File: config.mk
export PLATFORM = sky130hd
export DESIGN_NAME = mem_access_unit_flat
export DESIGN_NICKNAME = d
export VERILOG_FILES = /design/src/rtl/mem_access_unit_if.sv /design/src/rtl/mem_access_unit.sv /design/src/flat_wrapper.sv
export SDC_FILE = /design/constraint.sdc
export NUM_CORES = 1
export LEC_CHECK = 0
export BUFFER_PORTS_ARGS = -buffer_cell sky130_fd_sc_hd__buf_2
export CAP_MARGIN = 20
export CELL_PAD_IN_SITES_DETAIL_PLACEMENT = 2
export CELL_PAD_IN_SITES_GLOBAL_PLACEMENT = 2
export CORE_MARGIN = 2
export CORE_UTILIZATION = 30
export CTS_CLUSTER_SIZE = 30
export DETAILED_ROUTE_END_ITERATION = 8
export PLACE_DENSITY_LB_ADDON = 0.3
export SETUP_SLACK_MARGIN = 0.2
export SYNTH_ARGS = -nofsm -noshare
export SYNTH_HDL_FRONTEND = slang
export SYNTH_SLANG_ARGS = --single-unit
File: constraint.sdc
create_clock -name clk -period 7 [get_ports clk]
set_clock_uncertainty 0.1 [all_clocks]
set_input_delay 0.35 -clock clk [delete_from_list [all_inputs] [get_ports clk]]
set_output_delay 0.35 -clock clk [all_outputs]
set_load 0.05 [all_outputs]
File: src/rtl/mem_access_unit_if.sv
// Split-handshake data bus between the MEM stage and the data memory.
// The request side carries address, size and store payload. The response
// side returns addr_ok, data_ok and the read data.
interface mem_access_unit_if;
    logic        data_req;
    logic        data_wr;
    logic [1:0]  data_size;
    logic [31:0] data_addr;
    logic [3:0]  data_wstrb;
    logic [31:0] data_wdata;
    logic        data_addr_ok;
    logic        data_data_ok;
    logic [31:0] data_rdata;

    modport master (
        output data_req, data_wr, data_size, data_addr, data_wstrb, data_wdata,
        input  data_addr_ok, data_data_ok, data_rdata
    );

    modport slave (
        input  data_req, data_wr, data_size, data_addr, data_wstrb, data_wdata,
        output data_addr_ok, data_data_ok, data_rdata
    );
endinterface

File: src/rtl/mem_access_unit.sv
// MEM pipeline stage. It holds the EX->MEM register and runs one load or store
// at a time on a variable-latency split-handshake bus. While an access is
// outstanding it stalls the pipeline. It extracts and extends load data, and
// it flags misaligned addresses and bus timeouts.
module mem_access_unit #(
    parameter int PC_W        = 32,
    parameter int RF_AW       = 5,
    parameter int STALL_W     = 6,
    parameter int TIMEOUT_CYC = 255
) (
    input  logic                 clk,
    input  logic                 rst,
    input  logic [STALL_W-1:0]   stall,
    input  logic                 flush,
    input  logic [PC_W-1:0]      ex_pc,
    input  logic [7:0]           ex_mem_op,
    input  logic [31:0]          ex_addr,
    input  logic [31:0]          ex_wdata,
    input  logic                 ex_rf_we,
    input  logic [RF_AW-1:0]     ex_rf_waddr,
    input  logic [31:0]          ex_result,
    mem_access_unit_if.master    bus,
    output logic                 stallreq,
    output logic [PC_W-1:0]      wb_pc,
    output logic                 wb_rf_we,
    output logic [RF_AW-1:0]     wb_rf_waddr,
    output logic [31:0]          wb_rf_wdata,
    output logic                 fwd_load_pending,
    output logic                 excp_adel,
    output logic                 excp_ades,
    output logic [31:0]          excp_badvaddr,
    output logic                 bus_err
);

    // One-hot memory op bit positions: {lb,lbu,lh,lhu,lw,sb,sh,sw}
    localparam int OP_LB  = 7;
    localparam int OP_LBU = 6;
    localparam int OP_LH  = 5;
    localparam int OP_LHU = 4;
    localparam int OP_LW  = 3;
    localparam int OP_SB  = 2;
    localparam int OP_SH  = 1;
    localparam int OP_SW  = 0;

    localparam logic [1:0] ST_IDLE = 2'd0;
    localparam logic [1:0] ST_REQ  = 2'd1;
    localparam logic [1:0] ST_WAIT = 2'd2;
    localparam logic [1:0] ST_DONE = 2'd3;

    localparam int CNT_W = (TIMEOUT_CYC > 1) ? $clog2(TIMEOUT_CYC + 1) : 1;
    localparam logic [CNT_W-1:0] CNT_LAST = CNT_W'(TIMEOUT_CYC - 1);

    function automatic logic misaligned(input logic [7:0] op, input logic [1:0] a);
        logic half_op;
        logic word_op;
        half_op = op[OP_LH] | op[OP_LHU] | op[OP_SH];
        word_op = op[OP_LW] | op[OP_SW];
        return (half_op & a[0]) | (word_op & (a != 2'b00));
    endfunction

    function automatic logic [1:0] access_size(input logic [7:0] op);
        if (op[OP_LH] | op[OP_LHU] | op[OP_SH])
            return 2'd1;
        else if (op[OP_LW] | op[OP_SW])
            return 2'd2;
        else
            return 2'd0;
    endfunction

    function automatic logic [3:0] store_strobe(input logic [7:0] op, input logic [1:0] a);
        if (op[OP_SB])
            return 4'b0001 << a;
        else if (op[OP_SH])
            return a[1] ? 4'b1100 : 4'b0011;
        else if (op[OP_SW])
            return 4'b1111;
        else
            return 4'b0000;
    endfunction

    function automatic logic [31:0] store_data(input logic [7:0] op, input logic [31:0] wd);
        if (op[OP_SB])
            return {4{wd[7:0]}};
        else if (op[OP_SH])
            return {2{wd[15:0]}};
        else
            return wd;
    endfunction

    function automatic logic [31:0] load_extract(input logic [7:0] op, input logic [1:0] a,
                                                 input logic [31:0] w);
        logic [7:0]  b;
        logic [15:0] h;
        case (a)
            2'd0:    b = w[7:0];
            2'd1:    b = w[15:8];
            2'd2:    b = w[23:16];
            default: b = w[31:24];
        endcase
        h = a[1] ? w[31:16] : w[15:0];
        if (op[OP_LB])
            return {{24{b[7]}}, b};
        else if (op[OP_LBU])
            return {24'h0, b};
        else if (op[OP_LH])
            return {{16{h[15]}}, h};
        else if (op[OP_LHU])
            return {16'h0, h};
        else
            return w;
    endfunction

    logic [PC_W-1:0]  pc_q;
    logic [7:0]       op_q;
    logic [31:0]      addr_q;
    logic [31:0]      wdata_q;
    logic             rf_we_q;
    logic [RF_AW-1:0] rf_waddr_q;
    logic [31:0]      result_q;

    logic [1:0]       state_q, state_d;
    logic [CNT_W-1:0] cnt_q, cnt_d;
    logic [31:0]      buf_q, buf_d;
    logic             err_q, err_d;
    logic             drop_q, drop_d;
    logic             bus_err_q, bus_err_d;

    logic is_load, is_store, is_mem, mis, mem_go;
    logic reg_upd, next_go, timeout_hit;
    logic unused_stall;

    assign unused_stall = ^{stall[STALL_W-1:5], stall[2:0]};

    assign is_load  = |op_q[7:3];
    assign is_store = |op_q[2:0];
    assign is_mem   = is_load | is_store;
    assign mis      = misaligned(op_q, addr_q[1:0]);
    assign mem_go   = is_mem & ~mis;

    // The register takes new contents on flush, on a bubble, or on a capture.
    assign reg_upd     = flush | ~stall[3] | ~stall[4];
    assign next_go     = (|ex_mem_op) & ~misaligned(ex_mem_op, ex_addr[1:0]);
    assign timeout_hit = (TIMEOUT_CYC != 0) && (cnt_q == CNT_LAST);

    // EX->MEM pipeline register: clear, bubble, capture or hold
    always_ff @(posedge clk) begin
        if (rst || flush || (stall[3] && !stall[4])) begin
            pc_q       <= '0;
            op_q       <= '0;
            addr_q     <= '0;
            wdata_q    <= '0;
            rf_we_q    <= 1'b0;
            rf_waddr_q <= '0;
            result_q   <= '0;
        end else if (!stall[3]) begin
            pc_q       <= ex_pc;
            op_q       <= ex_mem_op;
            addr_q     <= ex_addr;
            wdata_q    <= ex_wdata;
            rf_we_q    <= ex_rf_we;
            rf_waddr_q <= ex_rf_waddr;
            result_q   <= ex_result;
        end
    end

    // Bus access sequencing: request, wait for response or timeout, then present result
    always_comb begin
        state_d   = state_q;
        cnt_d     = cnt_q;
        buf_d     = buf_q;
        err_d     = err_q;
        drop_d    = drop_q;
        bus_err_d = 1'b0;
        case (state_q)
            ST_IDLE: begin
                if (!flush && mem_go) begin
                    state_d = ST_REQ;
                    err_d   = 1'b0;
                end
            end
            ST_REQ: begin
                if (bus.data_addr_ok) begin
                    if (bus.data_data_ok) begin
                        if (flush) begin
                            state_d = ST_IDLE;
                        end else begin
                            state_d = ST_DONE;
                            buf_d   = bus.data_rdata;
                        end
                    end else begin
                        state_d = ST_WAIT;
                        cnt_d   = '0;
                        drop_d  = flush;
                    end
                end else if (flush) begin
                    state_d = ST_IDLE;
                end
            end
            ST_WAIT: begin
                if (flush)
                    drop_d = 1'b1;
                if (bus.data_data_ok) begin
                    drop_d = 1'b0;
                    if (drop_q || flush) begin
                        state_d = ST_IDLE;
                    end else begin
                        state_d = ST_DONE;
                        buf_d   = bus.data_rdata;
                    end
                end else if (timeout_hit) begin
                    bus_err_d = 1'b1;
                    buf_d     = '0;
                    err_d     = 1'b1;
                    drop_d    = 1'b0;
                    state_d   = (drop_q || flush) ? ST_IDLE : ST_DONE;
                end else begin
                    cnt_d = cnt_q + 1'b1;
                end
            end
            default: begin
                if (reg_upd) begin
                    if (!flush && !stall[3] && next_go) begin
                        state_d = ST_REQ;
                        err_d   = 1'b0;
                    end else begin
                        state_d = ST_IDLE;
                    end
                end
            end
        endcase
    end

    // FSM control state; reset overrides any outstanding access
    always_ff @(posedge clk) begin
        if (rst) begin
            state_q   <= ST_IDLE;
            cnt_q     <= '0;
            err_q     <= 1'b0;
            drop_q    <= 1'b0;
            bus_err_q <= 1'b0;
        end else begin
            state_q   <= state_d;
            cnt_q     <= cnt_d;
            err_q     <= err_d;
            drop_q    <= drop_d;
            bus_err_q <= bus_err_d;
        end
    end

    // Response buffer; only read in DONE, so it needs no reset
    always_ff @(posedge clk) begin
        buf_q <= buf_d;
    end

    assign stallreq = (state_q == ST_REQ) || (state_q == ST_WAIT) ||
                      ((state_q == ST_IDLE) && mem_go);

    assign bus.data_req   = (state_q == ST_REQ);
    assign bus.data_wr    = is_store;
    assign bus.data_size  = access_size(op_q);
    assign bus.data_addr  = addr_q;
    assign bus.data_wstrb = store_strobe(op_q, addr_q[1:0]);
    assign bus.data_wdata = store_data(op_q, wdata_q);

    assign wb_pc       = pc_q;
    assign wb_rf_waddr = rf_waddr_q;
    assign wb_rf_we    = is_mem ? (rf_we_q & is_load & ~mis & ~err_q & (state_q == ST_DONE))
                                : rf_we_q;
    assign wb_rf_wdata = is_load ? load_extract(op_q, addr_q[1:0], buf_q) : result_q;

    assign fwd_load_pending = is_load & (state_q != ST_DONE);

    assign excp_adel     = is_load & mis;
    assign excp_ades     = is_store & mis;
    assign excp_badvaddr = mis ? addr_q : 32'h0;
    assign bus_err       = bus_err_q;

endmodule

File: src/flat_wrapper.sv
// flat-port wrapper written by rule: the top's interface ports become plain ports
module mem_access_unit_flat 
#(
    parameter int PC_W        = 32,
    parameter int RF_AW       = 5,
    parameter int STALL_W     = 6,
    parameter int TIMEOUT_CYC = 255
)
  (clk, rst, stall, flush, ex_pc, ex_mem_op, ex_addr, ex_wdata, ex_rf_we, ex_rf_waddr, ex_result, stallreq, wb_pc, wb_rf_we, wb_rf_waddr, wb_rf_wdata, fwd_load_pending, excp_adel, excp_ades, excp_badvaddr, bus_err, bus_data_req, bus_data_wr, bus_data_size, bus_data_addr, bus_data_wstrb, bus_data_wdata, bus_data_addr_ok, bus_data_data_ok, bus_data_rdata);
  mem_access_unit_if bus_i ();
  input  logic clk;
  input  logic rst;
  input  logic [STALL_W-1:0] stall;
  input  logic flush;
  input  logic [PC_W-1:0] ex_pc;
  input  logic [7:0] ex_mem_op;
  input  logic [31:0] ex_addr;
  input  logic [31:0] ex_wdata;
  input  logic ex_rf_we;
  input  logic [RF_AW-1:0] ex_rf_waddr;
  input  logic [31:0] ex_result;
  output logic stallreq;
  output logic [PC_W-1:0] wb_pc;
  output logic wb_rf_we;
  output logic [RF_AW-1:0] wb_rf_waddr;
  output logic [31:0] wb_rf_wdata;
  output logic fwd_load_pending;
  output logic excp_adel;
  output logic excp_ades;
  output logic [31:0] excp_badvaddr;
  output logic bus_err;
  output wire logic [$bits(bus_i.data_req)-1:0] bus_data_req;
  output wire logic [$bits(bus_i.data_wr)-1:0] bus_data_wr;
  output wire logic [$bits(bus_i.data_size)-1:0] bus_data_size;
  output wire logic [$bits(bus_i.data_addr)-1:0] bus_data_addr;
  output wire logic [$bits(bus_i.data_wstrb)-1:0] bus_data_wstrb;
  output wire logic [$bits(bus_i.data_wdata)-1:0] bus_data_wdata;
  input wire logic [$bits(bus_i.data_addr_ok)-1:0] bus_data_addr_ok;
  input wire logic [$bits(bus_i.data_data_ok)-1:0] bus_data_data_ok;
  input wire logic [$bits(bus_i.data_rdata)-1:0] bus_data_rdata;
  assign bus_data_req = bus_i.data_req;
  assign bus_data_wr = bus_i.data_wr;
  assign bus_data_size = bus_i.data_size;
  assign bus_data_addr = bus_i.data_addr;
  assign bus_data_wstrb = bus_i.data_wstrb;
  assign bus_data_wdata = bus_i.data_wdata;
  assign bus_i.data_addr_ok = bus_data_addr_ok;
  assign bus_i.data_data_ok = bus_data_data_ok;
  assign bus_i.data_rdata = bus_data_rdata;
  mem_access_unit #(.PC_W(PC_W), .RF_AW(RF_AW), .STALL_W(STALL_W), .TIMEOUT_CYC(TIMEOUT_CYC)) u_core (.clk(clk), .rst(rst), .stall(stall), .flush(flush), .ex_pc(ex_pc), .ex_mem_op(ex_mem_op), .ex_addr(ex_addr), .ex_wdata(ex_wdata), .ex_rf_we(ex_rf_we), .ex_rf_waddr(ex_rf_waddr), .ex_result(ex_result), .bus(bus_i), .stallreq(stallreq), .wb_pc(wb_pc), .wb_rf_we(wb_rf_we), .wb_rf_waddr(wb_rf_waddr), .wb_rf_wdata(wb_rf_wdata), .fwd_load_pending(fwd_load_pending), .excp_adel(excp_adel), .excp_ades(excp_ades), .excp_badvaddr(excp_badvaddr), .bus_err(bus_err));
endmodule
### After elaboration in Yosys (flattened, before gate mapping)

Cells that the tools add are included.

| storage, ports and cells | value |
|---|---|
| flip-flop bits (word level) | 187 |
| latch bits | 0 |
| RAM bits | 0 |
| memory bits (read-only) | 0 |
| input port bits | 185 |
| output and inout port bits | 179 |
| word-level logic and storage cells | 148 |
| memories kept | 0 |

| operators by class | value |
|---|---|
| add/sub/neg operators | 1 |
| multiply operators | 0 |
| divide/modulo/power cells | 0 |
| $lt $le $gt $ge | 0 |
| equal/unequal tests | 19 |
| shift-type cells | 1 |
| multiplexer cells | 53 |
| bitwise operators | 31 |
| reductions and logical operators | 30 |

Operators by type and width:

| kind | count |
|---|---|
| 2-to-1 mux 32 bit | 14 |
| one-hot mux 32 bit (2 select lines) | 1 |
| 2-to-1 mux 8 bit | 4 |
| one-hot mux 8 bit (3 select lines) | 1 |
| 2-to-1 mux 2 bit | 11 |
| 2-to-1 mux 16 bit | 1 |
| 2-to-1 mux 4 bit | 4 |
| one-hot mux 8 bit (2 select lines) | 1 |
| AND 1 bit | 13 |
| 2-to-1 mux 1 bit | 13 |
| AND reduction 6 bit | 2 |
| bitwise OR 1 bit | 11 |
| != test 2 bit, second input constant | 5 |
| adder 8 x 1 -> 8 bit, second input constant | 1 |
| == test 8 bit, second input constant | 1 |
| != test 2 x 1 -> 1 bit, second input constant | 4 |
| AND reduction 4 bit | 2 |
| OR reduction 8 bit | 1 |
| inverter 1 bit | 7 |
| == test 2 bit, second input constant | 3 |
| != test 3 x 2 -> 1 bit, second input constant | 2 |
| one-hot mux 2 bit (3 select lines) | 1 |
| nonzero test 2 bit | 3 |
| nonzero test 3 bit | 2 |
| 14 further kinds | 27 |

### Longest topological paths before layout

Gate-level depths: netlist (run 1).

| logic depth | value |
|---|---|
| depth in word-level cells | 10 |
| depth in mapped cells | 8 |
| gate-level depth less buffers | 7 |

### Least setup slack after synthesis (run 1)

No wires, ideal clock.

| timing | value |
|---|---|
| path kind | reg-to-reg |
| from | register u_core.state_q[1] |
| to | register u_core.buf_q[0], enable pin |
| arrival time | 2678 ps |
| slack | 3801 ps |
| stages on the path, launching flop included | 7 |
| buffers on the path | 0 |
| period minus slack after synthesis | 3199 ps |
| cells stage by stage | dfxtp_1 > inv_1 > ha_1 > nand3_1 > nor3_1 > a21oi_1 > nor2_1 |

| on the way | value |
|---|---|
| word-level cells in the longest chain between the ends | 3 |
| elaborated cells between the ends (all ways) | 9 |
| classes of those cells | 7 x eq/ne; 2 x reduce/logical |

RTL lines:

| element | RTL line | RTL |
|---|---|---|
| start: declaration | mem_access_unit.sv:121 | `logic [1:0] state_q, state_d;` |
| start signal: assignment | mem_access_unit.sv:242 | `state_q <= state_d;` |
| == test 2 x 1 -> 1 bit (*) | -- |  |
| named net bus_data_req | flat_wrapper.sv:32 | `output wire logic [$bits(bus_i.data_req)-1:0] bus_data_req;` |
| != test 2 x 1 -> 1 bit (no source line) (tied with other cells) | -- |  |
| AND reduction 6 bit (no source line) (*) | -- |  |
| end signal: assignment | mem_access_unit.sv:252 | `buf_q <= buf_d;` |
| end: declaration | mem_access_unit.sv:123 | `logic [31:0] buf_q, buf_d;` |

The timed path passes the listed nets; every way through them passes the cells marked *.
A chain may end at the register's enable or synchronous reset.

### Worst setup path after layout (run 1)

| timing | value |
|---|---|
| from | register u_core.addr_q[1], in the netlist u_core.bus.data_addr[1] |
| to | output wb_rf_wdata[24] |

| on the way | value |
|---|---|
| word-level cells in the longest chain between the ends | 5 |
| elaborated cells between the ends (all ways) | 9 |
| classes of those cells | 2 x eq/ne; 6 x mux; 1 x reduce/logical |

RTL lines:

| element | RTL line | RTL |
|---|---|---|
| start: declaration | mem_access_unit.sv:115 | `logic [31:0] addr_q;` |
| start signal: assignment | mem_access_unit.sv:158 | `addr_q <= ex_addr;` |
| 2-to-1 mux 16 bit | mem_access_unit.sv:100 | `h = a[1] ? w[31:16] : w[15:0];` |
| 2-to-1 mux 32 bit | mem_access_unit.sv:105 | `else if (op[OP_LH])` |
| 2-to-1 mux 32 bit | mem_access_unit.sv:103 | `else if (op[OP_LBU])` |
| 2-to-1 mux 32 bit (*) | mem_access_unit.sv:101 | `if (op[OP_LB])` |
| 2-to-1 mux 32 bit (*) | mem_access_unit.sv:269 | `assign wb_rf_wdata = is_load ? load_extract(op_q, addr_q[1:0], buf_q) : result_q;` |
| end: declaration | flat_wrapper.sv:26 | `output logic [31:0] wb_rf_wdata;` |

Every way passes the cells marked *; elsewhere a longest branch is shown, timed or not.

==> impl_results.md, run 1 <==
* Critical path buffers and inverters at 1
* Dpl hpwl at 23230 um
* XOR/XNOR Fraction of Synth Area at 0.2014%
* Synthesized area at approximately 8700 um2
* Largest area contributor in the netlist: dfxtp_1
* EDFF count, synth at 32
* Clock Path Buffers at 2
* Avg Inst Size Synth at 9.508 um2
* Yosys cell types at between 50 and 60
* Core Region at 28630 um2
* Net Count, Synth at 1106
* Layout cells sized above 1 at 34.24%
* Hold path cells at 3
* Synth warn at 0
* Fin area at 11380 um2
* Vias per cell at ~4.8
* Critical path type: flop to primary output
* Final GP Congestion at 0.7566
* Leak at 5.497 nW
* GR Util All Layers at between 20 and 25%
* Most common cell on crit path: mux2i_1
* Register bit total from synthesis at 187
* CP endpoint kind: primary output
* Period utilization at 49.43%
* Largest net degree at the start of global routing at 89
* CTS tree: built
* Die width at ~170 um
* Synth cell count leaders: nor2_1, mux2i_1, dfxtp_1
* Layout area overhead at 30.81%
* Simple-gate share of the synthesized area at roughly 18%
* Post-synthesis mux area share at 22.42%
* PwrDens at 242.7 nW/um2
* Post-layout nets at between 1000 and 1500
* Max_cap viols at 0
* Yosys top cell area share at 35.67%
* H-tree levels at 4
* Slowest CP cell: dfxtp_1
* Final hold violation count at 0
* Required @ worst endpoint at 6.55 ns
* Global-route wire length before repair at 48400 um
* Crit-path cells: mux2i_1 -> mux2i_1 -> a21oi_2 -> o21a_4 -> a21oi_1 -> buf_2
* Reg2reg path depth at 5
* Max Clock Freq at 289.0 MHz
* Total clock sinks at 187
* Share of synthesized registers carrying an async set or reset at 0%
* CTS resizes at 0
* Total clock buffers created by CTS at 17
* Dpl cell area at between 10000 and 15000 um2
* Drt first pass iters at 4
* Internal reg-to-reg setup slack at 4.01 ns
* Post-synth top flop: dfxtp_1
* Post-route ant nets at 0
* CP top delay family: flip-flops
* Fin util at 39.75%
* Minimum clock period at about 3.5 ns
* Worst Setup Start Kind: flop
* Sequential area share after synthesis at 46.71%
* CP Depth at 6
* Worst ir drop on vdd at 136.1 uV
* Worst hold path class: primary input to flop
* Status: completed
* Number of core rows at slightly above 60
* Number of global-route vias before repair at 8428
* WP data arrival at 3.01 ns
* Final WS setup at between 3 and 4 ns
* Most numerous cell in the Yosys netlist: nor2_1
* Number of primary I/O pins at 364
* Pre-CTS WS at 3.908 ns
* GRT overflow at 0
* Insertion delay to the later sink of the worst-skew pair at 0.42 ns
* Antenna violations before repair at 8
* Rel. slew slack at 30.47%
* Residual DRC at 0
* Setup TNS at 0 ns
* RSZ-0062 raised after global routing: false
* Clk root buf: clkbuf_16
* Initial Utilization at 30.39%
* CTS Hold Buffers Added at 0
* Port Buf Inserts at 359
* Synth Area in Compound Gates at under 10%
* Worst-path clk slew at ~0.08 ns
* Most area-consuming cells after synthesis: dfxtp_1, mux2i_1, edfxtp_1
* Routed WL at approximately 31000 um
* Routed WL per cell at between 15 and 20 um
* Post-CTS setup buffers at 0
* Gate Count Post-Synth at 915
* Worst-margin pin slew at 1.043 ns
* Slowest stage delay, CP at ~0.9 ns
* Total number of vias at 7797
* Die Y at between 150 and 200 um
* Largest family of logic cells by synthesized area: multiplexers
* Max FO, Critical Path at 17
* Setup violators final at 0
* Slew Limit Fails at 0
* Initial DRC Count at 276
* Die ar. at 30380 um2
* Post-Synth Adder-Cell Area at 0.8629%
## power breakdown
part	internal, mW	switching, mW	total [mW]
Sequential	1.14	0.0330	1.17
Clock	0.574	0.447	1.02
Combinational	0.180	0.392	0.571
Total	1.89	0.871	2.76
## layout make-up
type / count / area (um2)
diodes: 5 / 12.51
clock buffers: 18 / 439.2
clock inverters: 12 / 160.2
fillers: 3249 / 17250
inverters: 18 / 67.56
multi-input cells: 642 / 4270
flip-flops and latches: 187 / 4064
well taps: 384 / 480.5
repair buffers: 367 / 1886
## logic make-up after synthesis
logic type                 count (synthesis)
and+or+nand+nor                          340
DFF                                      187
muxes                                    185
AOI/OAI and AO/OA                        109
buffers and inverters                     86
adders and majority gates                  6
xor gates and xnor gates                   2
## final timing paths
path / start / end
setup / recovery: u_core.bus.data_addr[1]$_SDFFE_PP0N_ / wb_rf_wdata[24]
hold / removal: ex_wdata[5] / u_core.wdata_q[5]$_SDFFE_PP0N_
setup reg to reg: u_core.op_q[2]$_SDFFE_PP0N_ / u_core.state_q[1]$_SDFFE_PP0P_
hold reg to reg: u_core.err_q$_SDFFE_PP0P_ / u_core.err_q$_SDFFE_PP0P_
## per-stage QoR
step	hold WS [ns]	instances	total power, mW
after floorplan	0.3503	915	1.583
after global placement	0.3682	1597	1.751
after detailed placement	0.3821	1598	1.770
after CTS	0.03169	1628	2.809
after global routing	0.04236	1631	2.893
final	0.05026	1633	2.762
## state kept, by name, summed over array words and instances, names as in the netlist, 2 cells and up
| signal | flops |
|---|---|
| u_core.wb_rf_waddr | 5 |
| u_core.wb_pc | 32 |
| u_core.bus.data_addr | 32 |
| u_core.buf_q | 32 |
| u_core.op_q | 8 |
| u_core.state_q | 2 |
| u_core.result_q | 32 |
| u_core.cnt_q | 8 |
| u_core.wdata_q | 32 |
## metal layers
layer,track usage (%),part of all wire (%),routed length (um),vias to the layer above
li1,-,-,-,3743
met1,24.85,43,13350,3790
met2,35.17,49,15430,237
met3,5.621,6.7,2078,23
met4,5.042,1.1,351,4
met5,0,0.067,21,-
## worst min-delay path, stage by stage
cell and delay [ns]:
buf_2 0.07, mux2i_1 0.05, nor2_1 0.07
## placed cells by master, fill, tap and decap left out, types with 9 or more instances in the layout
| cell type | synthesis | final |
|---|---|---|
| mux2i_1 | 169 | 169 |
| inv_1 | 18 | 18 |
| o21ai_0 | 40 | 40 |
| edfxtp_1 | 32 | 32 |
| nand3_1 | 10 | 10 |
| a21oi_1 | 36 | 36 |
| nand2_1 | 45 | 45 |
| buf_2 | 10 | 358 |
| dfxtp_1 | 155 | 155 |
| nor2_1 | 186 | 185 |
| nor3_1 | 9 | 9 |
| and2_1 | 65 | 65 |
| clkbuf_16 | 0 | 17 |
No activity file was read; power rests on OpenSTA's default activity.
==> inputs of run 2 (changes only) <==
Settings changed: ABC_AREA set to 1, CORE_UTILIZATION 30 to 25.
Clock period 7 ns to 3.2 ns, I/O delays scaled along.
==> impl_results.md, run 2 <==
* Status: completed (unchanged)
* Net Count, Synth at 1451 (was 1106)
* Worst Setup SP: u_core.op_q[7]$_SDFFE_PP0N_ (was u_core.bus.data_addr[1]$_SDFFE_PP0N_)
* GR Util All Layers at 22.17% (was 20.30%)
* Top Layer Used: met5 (unchanged)
* Clk network pwr share at 35.3% (was 37.0%)
* Post-route ant nets at 0 (unchanged)
* Switching share of power at 32.57% (was 31.55%)
* Initial Utilization at 25.44% (was 30.39%)
* Reg2reg path depth at 8 (was 5)
* Worst Setup Start Kind: flop (unchanged)
* Post-CTS setup buffers at 0 (unchanged)
* Synth Area in Compound Gates at 16.36% (was 7.436%)
* Largest area contributor in the netlist: dfxtp_1 (unchanged)
* Worst ir drop on vdd at 377.2 uV (was 136.1 uV)
* Routed WL per cell at 18.43 um (was 19.12 um)
* WP data arrival at 2.55 ns (was 3.01 ns)
* Post-synthesis mux area share at 0% (was 22.42%)
* Clk root buf: clkbuf_16 (unchanged)
* Gate Count Post-Synth at 1260 (was 915)
* FF/Latch Area at 4066 um2 (was 4064 um2)
* Most area-consuming cells after synthesis: dfxtp_1, nand2_1, edfxtp_1 (was dfxtp_1, mux2i_1, edfxtp_1)
* GRT overflow at 0 (unchanged)
* Core Region at 34540 um2 (was 28630 um2)
* Avg Inst Size Synth at 6.974 um2 (was 9.508 um2)
* Synthesized area at 8787 um2 (was 8700 um2)
* Number of global-route vias before repair at 11280 (was 8428)
* H-tree levels at 4 (unchanged)
* RSZ-0062 raised after global routing: true (was false)
* Share of synthesized registers carrying an async set or reset at 0% (unchanged)
* DR WL met2 at 20470 um (was 15430 um)
* Flop pwr share at 41.6% (was 42.4%)
* Port Buf Inserts at 359 (unchanged)
* Met1 Wirelength at 17300 um (was 13350 um)
* Antenna violations before repair at 12 (was 8)
* Simple-gate share of the synthesized area at 26.77% (was 17.95%)
* Required @ worst endpoint at 2.94 ns (was 6.55 ns)
* Die Y at 191.5 um (was 174.3 um)
* Synth cell count leaders: nand2_1, a21oi_1, dfxtp_1 (was nor2_1, mux2i_1, dfxtp_1)
* Rel. slew slack at 43.30% (was 30.47%)
* CTS tree: built (unchanged)
* Sequential area share after synthesis at 46.25% (was 46.71%)
* Global-route wire length before repair at 62740 um (was 48400 um)
* WL met3 at 1996 um (was 2078 um)
* EDFF count, synth at 32 (unchanged)
* Worst setup endpoint: wb_rf_wdata[17] (was wb_rf_wdata[24])
* Largest family of logic cells by synthesized area: simple AND/OR/NAND/NOR gates (was multiplexers)
* Total number of vias at 10300 (was 7797)
* Hold_ws at 0.01866 ns (was 0.05026 ns)
* Insertion delay to the later sink of the worst-skew pair at 0.45 ns (was 0.42 ns)
* Dpl hpwl at 27240 um (was 23230 um)
* Combinational power share at 23.1% (was 20.7%)
* Layout filler cell count at 4128 (was 3249)
* Initial DRC Count at 272 (was 276)
* Residual DRC at 0 (unchanged)
* Post-synth top flop: dfxtp_1 (unchanged)
* Number of primary I/O pins at 364 (unchanged)
* Worst Min Path Start: ex_mem_op[6] (was ex_wdata[5])
* Area occupied by multi-input gates at 3910 um2 (was 4270 um2)
* Die width at 191.5 um (was 174.3 um)
* Most numerous cell in the Yosys netlist: nand2_1 (was nor2_1)
* Largest net degree at the start of global routing at 74 (was 89)
* Leak at 6.095 nW (was 5.497 nW)
* Total design power at 6.199 mW (was 2.762 mW)
* Clock Path Buffers at 2 (unchanged)
* CP endpoint kind: primary output (unchanged)
* Max_cap viols at 0 (unchanged)
* Commonest non-fill, non-tap cell in the layout: nand2_1 (was buf_2)
* Die ar. at 36660 um2 (was 30380 um2)
* Internal power at 4.180 mW (was 1.890 mW)
* Vias per cell at 4.644 (was 4.775)
* Worst hold path class: primary input to flop (unchanged)
* Internal reg-to-reg setup slack at 0.87 ns (was 4.01 ns)
* Critical R2R Launch: u_core.state_q[0]$_SDFFE_PP0P_ (was u_core.op_q[2]$_SDFFE_PP0N_)
* Routed WL at 40870 um (was 31230 um)
* Post-layout nets at 1931 (was 1424)
* Final hold violation count at 0 (unchanged)
* Worst-path clk slew at 0.06 ns (was 0.08 ns)
* Minimum clock period at 2.810 ns
* Final GP Congestion at 0.7911 (was 0.7566)
* Layout cells sized above 1 at 24.64% (was 34.24%)
* Setup violators final at 0 (unchanged)
* Worst-margin pin slew at 0.8506 ns (was 1.043 ns)
* Total clock sinks at 187 (unchanged)
* Post-Synth Adder-Cell Area at 0.8543% (was 0.8629%)
* Total clock buffers created by CTS at 17 (unchanged)
* FF-to-FF End: u_core.buf_q[31]$_DFFE_PP_ (was u_core.state_q[1]$_SDFFE_PP0P_)
* Layout area overhead at 50.73% (was 30.81%)
* Setup TNS at 0 ns (unchanged)
* Number of core rows at 68 (was 62)
* Commonest cells after routing, fill and taps aside: nand2_1, buf_2, a21oi_1 (was buf_2, nor2_1, mux2i_1)
* XOR/XNOR Fraction of Synth Area at 0.1993% (was 0.2014%)
* Drt first pass iters at 4 (unchanged)
* Critical path type: flop to primary output (unchanged)
* Synth warn at 0 (unchanged)
* Yosys cell types at 42 (was 52)
* Slew Limit Fails at 0 (unchanged)
* Period utilization at between 80% and 90%
* Switching power at 2.019 mW (was 0.8713 mW)
* Max FO, Critical Path at 16 (was 17)
* Register bit total from synthesis at 187 (unchanged)
* Yosys top cell area share at 35.31% (was 35.67%)
* Max Clock Freq at 355.9 MHz
* PwrDens at 468.0 nW/um2 (was 242.7 nW/um2)
## run 2: cell families after synthesis
logic type / count (synthesis)
flip-flops: 187
AO/OA/AOI/OAI: 269
buffers and inverters: 203
AND/OR/NAND/NOR: 593
adder cells (fa/ha/maj): 6
XOR/XNOR: 2
## run 2: critical path: stages, from the launching register on
cell and delay (ns):
dfxtp_1 0.33, inv_1 0.07, nand2_2 0.21, inv_1 0.48, nand3_1 0.20, nand2_4 0.23, a21oi_1 0.07, a21oi_1 0.20
buf_2 0.30
## run 2: power groups by stage
stage | Sequential, mW | Combinational (mW) | Clock (mW)
after floorplan | 2.67 | 0.776 | 0
after global placement | 2.62 | 1.22 | 0
after detailed placement | 2.63 | 1.25 | 0
after CTS | 2.57 | 1.42 | 2.26
after global routing | 2.59 | 1.56 | 2.36
final | 2.58 | 1.43 | 2.19
## run 2: metal layers
layer	track usage (%)	up-vias
li1	-	4960
met1	25.88	4998
met2	39.68	271
met3	4.700	61
met4	8.047	6
met5	0	-
## run 2: per-stage QoR
stage / util (%) / instances / area (um2) / worst slack (ns)
2_1_floorplan: - / 1260 / 8806 / 0.2042
3_3_place_gp: 31.63 / 2006 / 10930 / 0.7530
3_5_place_dp: 31.63 / 2006 / 10930 / 0.7329
4_1_cts: 38.26 / 2208 / 13220 / 0.2290
5_1_grt: 38.33 / 2215 / 13240 / 0.1944
6_report: 38.34 / 2217 / 13250 / 0.3902
## run 2: worst min path at each step
stage / slack (ns) / cells past startpoint / to
after floorplan: 0.13 / 1 / u_core.cnt_q[1]$_SDFFE_PP0P_
after global placement: 0.31 / 3 / u_core.wb_pc[20]$_SDFFE_PP0N_
after detailed placement: 0.32 / 3 / u_core.bus.data_addr[15]$_SDFFE_PP0N_
after CTS: 0.005 / 5 / u_core.op_q[3]$_SDFFE_PP0N_
after global routing: 0.05 / 3 / u_core.bus.data_addr[29]$_SDFFE_PP0N_
final: 0.02 / 5 / u_core.op_q[6]$_SDFFE_PP0N_
## run 2: timing repair
action                     CTS  global route
hold buffers               170             0
gates resized for setup      0             4
setup endpoints to repair    0            28
hold endpoints to repair   172             0
## run 2: final cells by class
cell class | instances | share of cell area [%]
Timing Repair Buffer | 542 | 27.36
Clock inverter | 10 | 0.8785
Sequential cell | 187 | 30.70
Antenna cell | 9 | 0.1700
Multi-Input combinational cell | 870 | 29.52
Tap cell | 455 | 4.298
Clock buffer | 22 | 3.580
Inverter | 122 | 3.495
==> inputs of run 3 (changes only) <==
Settings changed: CAP_MARGIN 20 to unset, CELL_PAD_IN_SITES_DETAIL_PLACEMENT 2 to unset, CELL_PAD_IN_SITES_GLOBAL_PLACEMENT 2 to unset, CORE_AREA set to 2 2 141 143, CORE_MARGIN 2 to unset, CORE_UTILIZATION 25 to unset, DIE_AREA set to 0 0 143 145.
==> impl_results.md, run 3 (same netlist as run 2, synthesis figures left out) <==
* Status: completed (unchanged)
* Switching power at 2.009 mW (was 2.019 mW)
* Commonest cells after routing, fill and taps aside: nand2_1, buf_2, a21oi_1 (unchanged)
* Worst-path clk slew at 0.07 ns (was 0.06 ns)
* Required @ worst endpoint at 2.94 ns (about the same)
* RSZ-0062 raised after global routing: false (was true)
* Clk root buf: clkbuf_16 (unchanged)
* Vias per cell at 4.997 (was 4.644)
* Worst ir drop on vdd at 358.4 uV (was 377.2 uV)
* Clock Path Buffers at 2 (unchanged)
* Finished Layout Cells at 2022 (was 2217)
* Minimum clock period at 2.797 ns (was 2.810 ns)
* Worst-margin pin slew at 0.8333 ns (was 0.8506 ns)
* Leak at 6.105 nW (was 6.095 nW)
* Port Buf Inserts at 359 (unchanged)
* Worst hold path class: primary input to flop (unchanged)
* Routed WL at 31440 um (was 40870 um)
* Critical path type: flop to primary output (unchanged)
* Switching share of power at 32.75% (was 32.57%)
* Dpl hpwl at 19930 um (was 27240 um)
* Flop pwr share at 41.9% (was 41.6%)
* Layout cells sized above 1 at 24.56% (was 24.64%)
* Setup violators final at 0 (unchanged)
* Die ar. at 20740 um2 (was 36660 um2)
* GR Util All Layers at 29.35% (was 22.17%)
* Core Region at 19210 um2 (was 34540 um2)
* Residual DRC at 0 (unchanged)
* Final hold violation count at 0 (unchanged)
* Layout area overhead at 48.11% (was 50.73%)
* WP data arrival at 2.54 ns (was 2.55 ns)
* Setup TNS at 0 ns (unchanged)
* Max Clock Freq at 357.6 MHz (was 355.9 MHz)
* Max_cap viols at 0 (unchanged)
* Combinational power share at 22.4% (was 23.1%)
* Post-route ant nets at 0 (unchanged)
* CP endpoint kind: primary output (unchanged)
* Total number of vias at 10100 (was 10300)
* Slew Limit Fails at 0 (unchanged)
* Clk network pwr share at 35.7% (was 35.3%)
* Drt first pass iters at 7 (was 4)
* # placed instances at 1815 (was 2006)
* Final GP Congestion at 0.9161 (was 0.7911)
* Die width at 143 um (was 191.5 um)
* Total clock buffers created by CTS at 17 (unchanged)
* Period utilization at 87.40% (was 87.80%)
* Antenna violations before repair at 2 (was 12)
* Global-route wire length before repair at 48700 um (was 62740 um)
* Internal power at 4.124 mW (was 4.180 mW)
* Routed WL per cell at 15.55 um (was 18.43 um)
* Die Y at 145 um (was 191.5 um)
* GRT overflow at 0 (unchanged)
* Initial DRC Count at 805 (was 272)
* CTS tree: built (unchanged)
* Worst Setup Start Kind: flop (unchanged)
* H-tree levels at 4 (unchanged)
* Commonest non-fill, non-tap cell in the layout: nand2_1 (unchanged)
* Total design power at 6.133 mW (was 6.199 mW)
* Number of core rows at 51 (was 68)
* PwrDens at 471.2 nW/um2 (was 468.0 nW/um2)
* Insertion delay to the later sink of the worst-skew pair at 0.44 ns (was 0.45 ns)
* Post-layout nets at 1933 (was 1931)
* Max FO, Critical Path at 24 (was 16)
* Number of primary I/O pins at 364 (unchanged)
* Rel. slew slack at 44.45% (was 43.30%)
* Initial Utilization at 45.75% (was 25.44%)
* Layout filler cell count at 1548 (was 4128)
* Number of global-route vias before repair at 9683 (was 11280)
* Total clock sinks at 187 (unchanged)
* Largest net degree at the start of global routing at 86 (was 74)
[run 3: changes by cell type in the layout (fill, tap and decap cells not counted), moves of 2 or more]
cell and change:
diode_2 -7, clkinv_2 -2, dlygate4sd3_1 +3, clkinv_8 +2
inv_6 +3, clkbuf_8 -3, inv_8 +3
[run 3: what timing repair did]
action                                 4_1_cts  5_1_grt
endpoints found under the hold margin      175        0
setup buffers                                0        0
hold buffers                               173        0
resized for setup                            0        3
setup endpoints to repair                    0        3
[run 3: final cells by class]
cell class	instances	area [um2]	area share (%)
sequential	187	4065	31.23
multi-input combinational	870	3910	30.04
timing repair buffer	544	3633	27.92
inverter	122	462.9	3.557
clock buffer	19	454.2	3.490
tap	265	331.6	2.548
clock inverter	13	152.6	1.173
antenna	2	5.005	0.03845
[run 3: power groups by stage]
stage	clock network [mW]	registers, mW	logic (mW)
finish	2.19	2.57	1.37
global route	2.32	2.58	1.48
CTS	2.22	2.57	1.35
detailed placement	0	2.62	1.18
global placement	0	2.62	1.17
floorplan	0	2.67	0.776
[run 3: path summary, 6_finish.rpt]
kind	start	end	slack [ns]	cells after the start
worst max-delay path	u_core.bus.data_addr[0]$_SDFFE_PP0N_	wb_rf_wdata[14]	0.40	8
worst min register to register	u_core.drop_q$_SDFFE_PP0P_	u_core.drop_q$_SDFFE_PP0P_	0.36	2
worst min-delay path	ex_mem_op[5]	u_core.op_q[5]$_SDFFE_PP0N_	0.04	5
worst max register to register	u_core.state_q[0]$_SDFFE_PP0P_	u_core.buf_q[16]$_DFFE_PP_	0.89	8
[run 3: metal layers]
layer | wire length [um] | part of all wire (%) | track usage, %
met1 | 12810 | 41 | 35.83
met5 | 0 | 0 | 0
met2 | 14910 | 47 | 48.90
met4 | 1203 | 3.8 | 12.57
met3 | 2515 | 8.0 | 7.228
[run 3: worst max-delay path, cell delays in order, from the launching register on]
cell and delay [ns]:
dfxtp_1 0.62, nand2_1 0.29, inv_1 0.19, nand2_1 0.09
o2111ai_2 0.08, nand2_1 0.07, buf_4 0.22, a31oi_1 0.22
buf_2 0.31
[run 3: stage by stage]
| step | setup WS, ns | utilization [%] | hold slack, ns | area, um2 |
|---|---|---|---|---|
| CTS | 0.3590 | 67.72 | 0.005849 | 13010 |
| detailed placement | 0.8333 | 55.54 | 0.3138 | 10670 |
| global placement | 0.8419 | 55.54 | 0.3087 | 10670 |
| floorplan | 0.2042 | - | 0.1291 | 8806 |
| global route | 0.2012 | 67.76 | 0.02144 | 13020 |
| finish | 0.4033 | 67.76 | 0.03555 | 13020 |
